`config.mk`:
```
export PLATFORM = sky130hd
export DESIGN_NAME = mac_array_sequencer
export DESIGN_NICKNAME = d
export VERILOG_FILES = /design/src/rtl/mac_array_sequencer_pkg.sv /design/src/rtl/mac_seq_weight_fetch.sv /design/src/rtl/mac_array_sequencer.sv
export SDC_FILE = /design/constraint.sdc
export NUM_CORES = 1
export LEC_CHECK = 0
export ABC_CLOCK_PERIOD_IN_PS = 2700
export CELL_PAD_IN_SITES_DETAIL_PLACEMENT = 0
export CELL_PAD_IN_SITES_GLOBAL_PLACEMENT = 1
export CORE_MARGIN = 4
export CORE_UTILIZATION = 45
export DETAILED_ROUTE_END_ITERATION = 8
export DONT_BUFFER_PORTS = 1
export PLACE_DENSITY = 0.88
export SYNTH_ARGS = -nofsm -noshare
export SYNTH_HDL_FRONTEND = slang
export SYNTH_HIERARCHICAL = 1
export SYNTH_SLANG_ARGS = --single-unit
```
`constraint.sdc`:
```
create_clock -name clk -period 2.7 [get_ports clk]
set_input_delay 0.54 -clock clk [delete_from_list [all_inputs] [get_ports clk]]
set_output_delay 0.54 -clock clk [all_outputs]
set_load 0.005 [all_outputs]
```
`src/rtl/mac_array_sequencer_pkg.sv`:
```
// Shared constants for the MAC array sequencer: opcodes, FSM encoding, status layout.
package mac_array_sequencer_pkg;

  localparam logic [31:0] INST_COMPUTE    = 32'd87;
  localparam logic [31:0] INST_LOADIFMAPS = 32'd88;
  localparam logic [31:0] INST_CLEAR      = 32'd0;

  localparam logic [4:0] KERNEL_MAX = 5'd5;

  localparam int ST_DONE_BIT  = 0;
  localparam int ST_BUSY_BIT  = 1;
  localparam int ST_ERR_BIT   = 2;
  localparam int ST_PERF_LSB  = 8;
  localparam int ST_BEATS_LSB = 16;

  typedef enum logic [2:0] {
    IDLE, LOAD_WT, COMMIT, COMPUTE, DRAIN, DONE
  } seq_state_e;

  function automatic logic k_legal(input logic [4:0] k);
    return (k != 5'd0) && (k <= KERNEL_MAX);
  endfunction

endpackage

```
`src/rtl/mac_seq_weight_fetch.sv`:
```
// Weight-row fetch: walks K BRAM rows from base and emits the preload pulse one
// cycle behind each read enable (1-cycle BRAM latency).
module mac_seq_weight_fetch #(
  parameter int BRAM_ADDRESS_WIDTH = 12
) (
  input  logic                          clk,
  input  logic                          rst_n,
  input  logic                          active,
  input  logic [BRAM_ADDRESS_WIDTH-1:0] base,
  input  logic [4:0]                    k,
  output logic [BRAM_ADDRESS_WIDTH-1:0] addr,
  output logic                          en,
  output logic                          preload,
  output logic                          fetch_done
);

  logic [2:0] row;
  logic       last_q;

  assign en         = active && ({2'b00, row} < k);
  // Address wraps naturally at the BRAM width; parked at 0 when idle.
  assign addr       = en ? base + BRAM_ADDRESS_WIDTH'(row) : '0;
  assign fetch_done = last_q;

  always_ff @(posedge clk) begin
    if (!rst_n) begin
      row     <= '0;
      preload <= 1'b0;
      last_q  <= 1'b0;
    end else begin
      preload <= en;
      last_q  <= en && ({2'b00, row} == k - 5'd1);
      if (!active)  row <= '0;
      else if (en)  row <= row + 3'd1;
    end
  end

endmodule

```
`src/rtl/mac_array_sequencer.sv`:
```
// Sequences one MAC array pass: weight fetch, commit, ifmap streaming, drain.
// Define MAC_SEQ_PERF_CNT_EN to enable the FIFO-starvation counter in status[15:8].
module mac_array_sequencer
  import mac_array_sequencer_pkg::*;
#(
  parameter int BRAM_ADDRESS_WIDTH = 12,
  parameter int COUNT_WIDTH        = 16,
  parameter int DRAIN_CYCLES       = 4
) (
  input  logic                          clk,
  input  logic                          rst_n,
  input  logic [31:0]                   inst,
  input  logic                          inst_valid,
  input  logic [4:0]                    cfg_kernel_size,
  input  logic                          cfg_operation,
  input  logic [BRAM_ADDRESS_WIDTH-1:0] cfg_weight_base,
  input  logic [COUNT_WIDTH-1:0]        cfg_ifmap_count,
  input  logic                          ifmaps_fifo_empty,
  output logic [BRAM_ADDRESS_WIDTH-1:0] weight_bram_addr,
  output logic                          weight_bram_en,
  output logic                          load_weight_preload,
  output logic                          load_MAC_weight,
  output logic                          load_ifmaps,
  output logic                          operation,
  output logic [4:0]                    kernel_size,
  output logic                          busy,
  output logic [31:0]                   status
);

  localparam int DW = $clog2(DRAIN_CYCLES + 1);

  seq_state_e state, state_nxt;

  logic [4:0]                    k_q;
  logic                          op_q;
  logic [BRAM_ADDRESS_WIDTH-1:0] base_q;
  logic [COUNT_WIDTH-1:0]        count_q;
  logic [COUNT_WIDTH-1:0]        beats;
  logic [DW-1:0]                 drain_cnt;
  logic                          err_q;
  logic [7:0]                    perf;
  logic                          fetch_done;

  logic accept, do_compute, do_loadif, do_clear, k_ok, beats_left;

  assign accept     = inst_valid && (state == IDLE || state == DONE);
  assign do_compute = accept && (inst == INST_COMPUTE);
  assign do_loadif  = accept && (inst == INST_LOADIFMAPS);
  assign do_clear   = accept && (inst == INST_CLEAR);
  assign k_ok       = k_legal(cfg_kernel_size);
  assign beats_left = beats < count_q;

  assign load_ifmaps     = (state == COMPUTE) && beats_left && !ifmaps_fifo_empty;
  assign load_MAC_weight = (state == COMMIT);
  assign busy            = (state != IDLE) && (state != DONE);
  assign operation       = op_q;
  assign kernel_size     = k_q;

  mac_seq_weight_fetch #(
    .BRAM_ADDRESS_WIDTH(BRAM_ADDRESS_WIDTH)
  ) u_fetch (
    .clk       (clk),
    .rst_n     (rst_n),
    .active    (state == LOAD_WT),
    .base      (base_q),
    .k         (k_q),
    .addr      (weight_bram_addr),
    .en        (weight_bram_en),
    .preload   (load_weight_preload),
    .fetch_done(fetch_done)
  );

  always_ff @(posedge clk) begin
    if (!rst_n) state <= IDLE;
    else        state <= state_nxt;
  end

  always_comb begin
    state_nxt = state;
    case (state)
      IDLE, DONE: begin
        if (do_compute)     state_nxt = k_ok ? LOAD_WT : DONE;
        else if (do_loadif) state_nxt = COMPUTE;
        else if (do_clear)  state_nxt = IDLE;
      end
      LOAD_WT: if (fetch_done) state_nxt = COMMIT;
      COMMIT:  state_nxt = COMPUTE;
      // Leave on the cycle of the final pop so no extra beat can slip out.
      COMPUTE: if (!beats_left || (load_ifmaps && (beats + COUNT_WIDTH'(1) == count_q)))
                 state_nxt = DRAIN;
      DRAIN:   if (drain_cnt == DW'(DRAIN_CYCLES - 1)) state_nxt = DONE;
      default: state_nxt = IDLE;
    endcase
  end

  always_ff @(posedge clk) begin
    if (!rst_n) begin
      k_q       <= '0;
      op_q      <= 1'b0;
      base_q    <= '0;
      count_q   <= '0;
      beats     <= '0;
      drain_cnt <= '0;
      err_q     <= 1'b0;
    end else begin
      if ((do_compute && k_ok) || do_loadif) begin
        k_q     <= cfg_kernel_size;
        op_q    <= cfg_operation;
        base_q  <= cfg_weight_base;
        count_q <= cfg_ifmap_count;
        beats   <= '0;
        err_q   <= 1'b0;
      end else if (do_compute) begin
        beats   <= '0;
        err_q   <= 1'b1;
      end else if (do_clear) begin
        beats   <= '0;
        err_q   <= 1'b0;
      end else if (load_ifmaps && beats != '1) begin
        beats   <= beats + COUNT_WIDTH'(1);
      end
      drain_cnt <= (state == DRAIN) ? drain_cnt + DW'(1) : '0;
    end
  end

`ifdef MAC_SEQ_PERF_CNT_EN
  logic [7:0] perf_q;
  always_ff @(posedge clk) begin
    if (!rst_n)
      perf_q <= '0;
    else if (do_compute || do_loadif || do_clear)
      perf_q <= '0;
    else if (state == COMPUTE && ifmaps_fifo_empty && beats_left && perf_q != 8'hFF)
      perf_q <= perf_q + 8'd1;
  end
  assign perf = perf_q;
`else
  assign perf = '0;
`endif

  always_comb begin
    status                                = '0;
    status[ST_DONE_BIT]                   = (state == DONE);
    status[ST_BUSY_BIT]                   = busy;
    status[ST_ERR_BIT]                    = err_q;
    status[ST_PERF_LSB +: 8]              = perf;
    status[ST_BEATS_LSB +: 16]            = 16'(beats);
  end

endmodule

```
==> results of run 1 <==
-- cells in the mapped netlist, types with 5 or more instances --
library cell  number  share of area, %
a21boi_1          30               5.2
a21oi_1           19               2.2
a31oi_1            5              0.72
and3_1            11               1.6
buf_2             13               1.5
buf_4             17               2.9
clkbuf_1           7              0.61
dfxtp_1           62                29
ha_1              27               7.8
inv_1             32               2.8
nand2_1           93               8.0
nand2b_1           5              0.72
nand3_1            9               1.0
nand4_1            6              0.87
nor2_1            49               4.2
nor3_1            19               2.2
nor4_1            10               1.4
o21ai_0           12               1.4
or3_1              8               1.2
xnor2_1           31               6.3
xor2_1             7               1.4
-- logic make-up after synthesis --
kind of cell	after synthesis
multiplexers	3
buffers and inverters	74
AND/OR/NAND/NOR	244
other	1
XOR/XNOR	38
flip-flops	62
adder cells (fa/ha/maj)	28
AO/OA/AOI/OAI	103
-- worst min-delay path by stage --
stage | startpoint | to | slack, ns | cells past startpoint
floorplan | drain_cnt[0] | drain_cnt[0] | 0.40 | 1
global placement | drain_cnt[0] | drain_cnt[0] | 0.40 | 1
detailed placement | drain_cnt[0] | drain_cnt[0] | 0.42 | 1
CTS | rst_n | err_q | 0.30 | 2
global route | cfg_weight_base[6] | base_q[6] | 0.32 | 2
finish | rst_n | err_q | 0.32 | 2
-- stage by stage --
step / hold slack [ns] / TNS [ns] / instance area (um^2) / worst slack, ns
2_1_floorplan: 0.398 / 0 / 4380 / 0.261
3_3_place_gp: 0.405 / 0 / 4510 / 0.136
3_5_place_dp: 0.417 / 0 / 4510 / 0.128
4_1_cts: 0.297 / -0.00613 / 4760 / -0.00613
5_1_grt: 0.317 / -0.0319 / 4920 / -0.0233
6_report: 0.321 / 0 / 4920 / 0.111
-- per-layer routing --
| metal | track usage (%) | routed length [um] | vias up |
|---|---|---|---|
| li1 | - | - | 1939 |
| met1 | 22.7 | 4550 | 1811 |
| met2 | 32.8 | 5610 | 117 |
| met3 | 5.59 | 813 | 11 |
| met4 | 7.12 | 133 | 0 |
| met5 | 0 | 0 | - |
-- critical path: cells and delay by family (launching register included) --
kind            cells  cell delay [ns]
compound gates      3             0.46
flops               1             0.42
simple gates        2             0.39
fa+ha+maj           1             0.23
buf+inv             2             0.21
-- sequential cells by signal (all words and copies together) (netlist names) --
| name | cells |
|---|---|
| base_q | 12 |
| u_fetch/row | 3 |
| state | 3 |
| err_q | 1 |
| beats | 16 |
| kernel_size | 5 |
| operation | 1 |
| u_fetch/fetch_done | 1 |
| count_q | 16 |
| drain_cnt | 3 |
| u_fetch/preload | 1 |
-- repair_timing --
item | CTS | global route
setup buffers | 6 | 8
resized for setup | 7 | 21
pin swaps | 1 | 10
endpoints found under the setup margin | 10 | 10
-- power by group through the flow --
stage	Combinational (W)	Sequential (W)	Clock, W
6_report	0.0000304	0.000912	0.000809
3_3_place_gp	0.0000297	0.000935	0
5_1_grt	0.0000334	0.000911	0.000879
3_5_place_dp	0.0000298	0.000935	0
4_1_cts	0.0000299	0.000914	0.000840
2_1_floorplan	0.0000423	0.000935	0
-- final cells by class --
class	instances	area [um^2]
clock buffer	11	141
clock inverter	4	47.5
fill	910	4410
inverter	33	124
multi-input combinational	429	2850
sequential	62	1260
tap	129	161
timing repair buffer	43	339
==> flow_summary.ini, run 1 <==
[critical_path]
crit_chain = ha_4 > a21o_1 > a31oi_1 > o22ai_1 > nor3_2 > nand3b_1 > buf_6 > inv_2
start_kind = register
critPathCaptureType = output port
crit_path_top_delay_cell = dfxtp_2
crit_fanout = 6
cp_data_required_time_ns = 2.16
path_class = reg2out
crit_path_end = load_ifmaps
reg2reg_depth = 16
rr_startpoint = count_q[7]
worstPathArrival_ns = 2.05
rr_endpoint = state[2]
r2r_slack_ns = 0.12
cp-startpoint = beats[9]
slowest_delay_ns = 0.42

[synthesis]
yosys_warnings = 6
synth_top_family_by_area = simple AND/OR/NAND/NOR gates
yosys.area_share.simple_pct = 28.2
synth_seq_area_share_pct = 28.6
avgSynthCellArea_um2 = 7.84
yosysUniqueCellTypes = 70
synth_edf_count = 0
syn_area_mm2 = 0.00434
ys_seq_elements = 62
async_flop_share_pct = 0
syn_inst = 553
synth-compound-area-share_pct = 17.5
synth_fa_ha_area_share_pct = 8.25
synthFlopType = dfxtp_1
synth_xor_area_share_pct = 7.67
synthMuxAreaShare_pct = 0.721

[final_layout]
final_common_cell = nand2_1
fin_util_pct = 52.8
final_cell_count_no_fill = 711
antenna_cells = 0
drive_above_1_share_pct = 16.5
most-common-layout-cells = 91 x nand2_1, 53 x dfxtp_1, 49 x nor2_1, 41 x buf_4
final_nets = 676
syn_to_final_growth_pct = 13.5

[cts]
htreeDepth = 3
clockRootBuffer = clkbuf_8
numCtsBuffers = 9
cts_tree = built
cts_sinks = 62
cts_buffer_depth = 2
clk_pin_slew_ns = 0.07
cts_hold_buf = 0
insertion_delay_ns = 0.34

[timing]
fin_crit_sh_pct = 95.9
rsz0062_at_grt = yes
setup_viol = 0
finalHoldViolCount = 0
slew_headroom_pct = 46.1
worst_pin_slew_ns = 0.789
slew_viol_final = 0
fmax_mhz = 386
finalClockSkew_ns = 0.0124
min_period_ns = 2.59

[pwr]
switching_share_pct = 21.7
intPower_w = 0.00137
p_switching_w = 0.000381
combPwrFrac_pct = 1.7
report.power.total_w = 0.00175
p_per_area_mw_per_mm2 = 356
power_frac_clock_pct = 46.2
power_leakage_nw = 1.79
max-vdd-ir-drop_mv = 0.190
sequentialPowerShare_pct = 52.1

[route]
wl_per_cell_um = 15.6
detail-route-antenna-nets = 0
route.detailed.drc = 0
num_vias = 3878
drt_pre_antenna_iters = 5
vias_per_cell = 5.45
drt-initial-drc-count = 151
routed_wl_mm = 11.1

[hold_path]
hold_class = in2reg

[job]
cap_violations = 0

[floorplan]
start_util_pct = 46.5
num_rows = 35
core-area_mm2 = 0.00933
die_y_um = 106
dieWidth_um = 106
die_area_mm2 = 0.0113
ios = 125

[global_routing]
grt_max_degree = 44
grt_pass1_wl_mm = 17.6
gr-usage-all-layers_pct = 19.2
antenna_found_initial = 0
grt_pass1_vias = 3698
gr-total-overflow = 0

[run_status]
status = complete, no violations

[place]
place.gp.congestion = 0.840
portBuffers = 0
dp_hpwl_mm = 8.44
placedCellCount = 682
Note: power is estimated with default switching activity, not from simulation.
==> run 2, diff against run 1 <==
--- a/config.mk
+++ b/config.mk
@@ -12,6 +12,7 @@
 export CORE_UTILIZATION = 45
 export DETAILED_ROUTE_END_ITERATION = 8
 export DONT_BUFFER_PORTS = 1
+export GPL_ROUTABILITY_DRIVEN = 0
 export PLACE_DENSITY = 0.88
 export SYNTH_ARGS = -nofsm -noshare
 export SYNTH_HDL_FRONTEND = slang
==> results of run 2 <==
Final layout, timing and power as in run 1 (identical DEF).
==> run 3, diff against run 2 <==
--- a/config.mk
+++ b/config.mk
@@ -9,11 +9,10 @@
 export CELL_PAD_IN_SITES_DETAIL_PLACEMENT = 0
 export CELL_PAD_IN_SITES_GLOBAL_PLACEMENT = 1
 export CORE_MARGIN = 4
-export CORE_UTILIZATION = 45
+export CORE_UTILIZATION = 35
 export DETAILED_ROUTE_END_ITERATION = 8
-export DONT_BUFFER_PORTS = 1
 export GPL_ROUTABILITY_DRIVEN = 0
-export PLACE_DENSITY = 0.88
+export PLACE_DENSITY = 0.92
 export SYNTH_ARGS = -nofsm -noshare
 export SYNTH_HDL_FRONTEND = slang
 export SYNTH_HIERARCHICAL = 1
==> run 3 against run 2 <==
Compared with the run above: power rose by 27%; first-iteration DRC count grew 70%; sequential power about the same; fmax is 1.6% lower; sequential share of layout area fell by 5.6 points; worst setup slack worse by 0.041 ns; global-route usage shrank 2.4 points; highest routed layer unchanged.
==> flow_summary.ini, run 3 (synthesis gave the netlist of run 1 again) <==
[final_layout]
top_regs = beats: 16 flops, count_q: 16 flops, base_q: 12 flops
final_nets = 801
antenna_cells = 0
syn_to_final_growth_pct = 44.6
final_common_cell = clkdlybuf4s50_1
drive_above_1_share_pct = 15.7
most-common-layout-cells = 97 x clkdlybuf4s50_1, 92 x nand2_1, 55 x dfxtp_1, 53 x buf_4, 48 x nor2_1
final_cell_count_no_fill = 875
fin_util_pct = 52.0
fillCellCount = 1136
finalInstanceArea_mm2 = 0.00627

[timing]
hold_slack_ns = 0.419
min_period_ns = 2.63
tns_ns = 0
fmax_mhz = 380
slew_viol_final = 0
finalHoldViolCount = 0
slew_headroom_pct = 68.0
setup_viol = 0
worst_pin_slew_ns = 0.468
fin_crit_sh_pct = 97.4
finalClockSkew_ns = 0.00920
rsz0062_at_grt = yes

[critical_path]
crit_fanout = 4
rr_endpoint = state[2]
cp_data_required_time_ns = 2.16
cpLargestDelayFamily = buffers and inverters
crit_chain = inv_2 > ha_4 > nand2b_4 > a2111o_1 > nand2_2 > buf_12 > buf_4 > nor2_1 > clkdlybuf4s15_1
rr_startpoint = beats[8]
start_kind = register
worstPathArrival_ns = 2.09
critPathCaptureType = output port
reg2reg_depth = 9
path_class = reg2out
crit_path_top_delay_cell = a2111o_1
cp_num_buf_inv = 4
slowest_delay_ns = 0.47
r2r_slack_ns = 0.13

[cts]
htreeDepth = 3
clk_pin_slew_ns = 0.06
cts_hold_buf = 0
clockRootBuffer = clkbuf_16
insertion_delay_ns = 0.33
cts_sinks = 62
numCtsBuffers = 9
cts_buffer_depth = 2
cts_tree = built

[place]
place_area_mm2 = 0.00586
placedCellCount = 854
dp_hpwl_mm = 9.67
portBuffers = 111

[pwr]
p_switching_w = 0.000468
switching_share_pct = 21.1
power_leakage_nw = 2.33
power_frac_clock_pct = 52.2
p_per_area_mw_per_mm2 = 354
combPwrFrac_pct = 6.6
intPower_w = 0.00175
sequentialPowerShare_pct = 41.2
max-vdd-ir-drop_mv = 0.266

[hold_path]
min_from = drain_cnt[0]
worstHoldEndpoint = drain_cnt[0]
hold_depth = 1
hold_class = reg2reg

[route]
route.detailed.drc = 0
detail-route-antenna-nets = 0
vias_per_cell = 5.07
routed_wl_mm = 12.3
wl_per_cell_um = 14.1
drt_pre_antenna_iters = 5
drt-initial-drc-count = 257
num_vias = 4433

[run_status]
status = complete, no violations

[floorplan]
die_area_mm2 = 0.0142
dieWidth_um = 119
ios = 125
core-area_mm2 = 0.0121
start_util_pct = 36.0
num_rows = 40
die_y_um = 119

[job]
cap_violations = 0

[global_routing]
grt_pass1_wl_mm = 19.8
gr-usage-all-layers_pct = 16.8
gr-total-overflow = 0
grt_max_degree = 44
antenna_found_initial = 0
grt_pass1_vias = 4366
-- run 3: metrics by stage --
step | power [W] | worst slack [ns]
finish | 0.00222 | 0.0698
floorplan | 0.000977 | 0.261
global route | 0.00230 | -0.0430
global placement | 0.00108 | 0.0366
detailed placement | 0.00108 | 0.0107
CTS | 0.00225 | 0.00597
-- run 3: area by class of cell --
class / instances / area [um^2] / area share (%)
inverters: 33 / 124 / 1.97
repair buffers: 168 / 1570 / 25.0
flip-flops and latches: 62 / 1250 / 19.9
clock inverters: 5 / 60.1 / 0.957
well taps: 168 / 210 / 3.35
multi-input cells: 429 / 2820 / 45.0
clock buffers: 10 / 239 / 3.81
-- run 3: repair_timing --
action                     CTS  global route
setup endpoints to repair   14            13
buffers inserted             4             2
pin swaps                    3             3
gates resized for setup     28            20
-- run 3: worst register-to-register path: cells and delay by family, from the launching register on --
family,cells,cell delay (ns)
AOI/OAI and AO/OA,3,0.57
buffers and inverters,1,0.18
DFF,1,0.36
and+or+nand+nor,5,1.37
-- run 3: worst max-delay path by stage --
stage / to / slack [ns] / start / cells past startpoint
global placement: beats[11] / 0.04 / inst[9] / 7
floorplan: state[2] / 0.26 / beats[0] / 10
global route: load_ifmaps / -0.04 / count_q[7] / 9
CTS: load_ifmaps / 0.006 / count_q[7] / 9
detailed placement: count_q[2] / 0.01 / inst[9] / 8
finish: weight_bram_addr[10] / 0.07 / kernel_size[1] / 9
-- run 3: power by group through the flow --
stage | logic (W) | registers (W) | clock network (W)
floorplan | 0.0000423 | 0.000935 | 0
global placement | 0.000144 | 0.000935 | 0
detailed placement | 0.000146 | 0.000935 | 0
CTS | 0.000146 | 0.000915 | 0.00119
global route | 0.000155 | 0.000914 | 0.00123
finish | 0.000146 | 0.000915 | 0.00116
-- run 3: routing by layer --
metal / global-route usage, % / share of wire, % / routed length [um] / vias to the layer above
met4: 5.87 / 2.1 / 253 / 0
met3: 3.94 / 5.2 / 642 / 22
met1: 19.4 / 42 / 5170 / 2073
met2: 30.1 / 51 / 6270 / 150
li1: - / - / - / 2188
met5: 0 / 0 / 0 / -
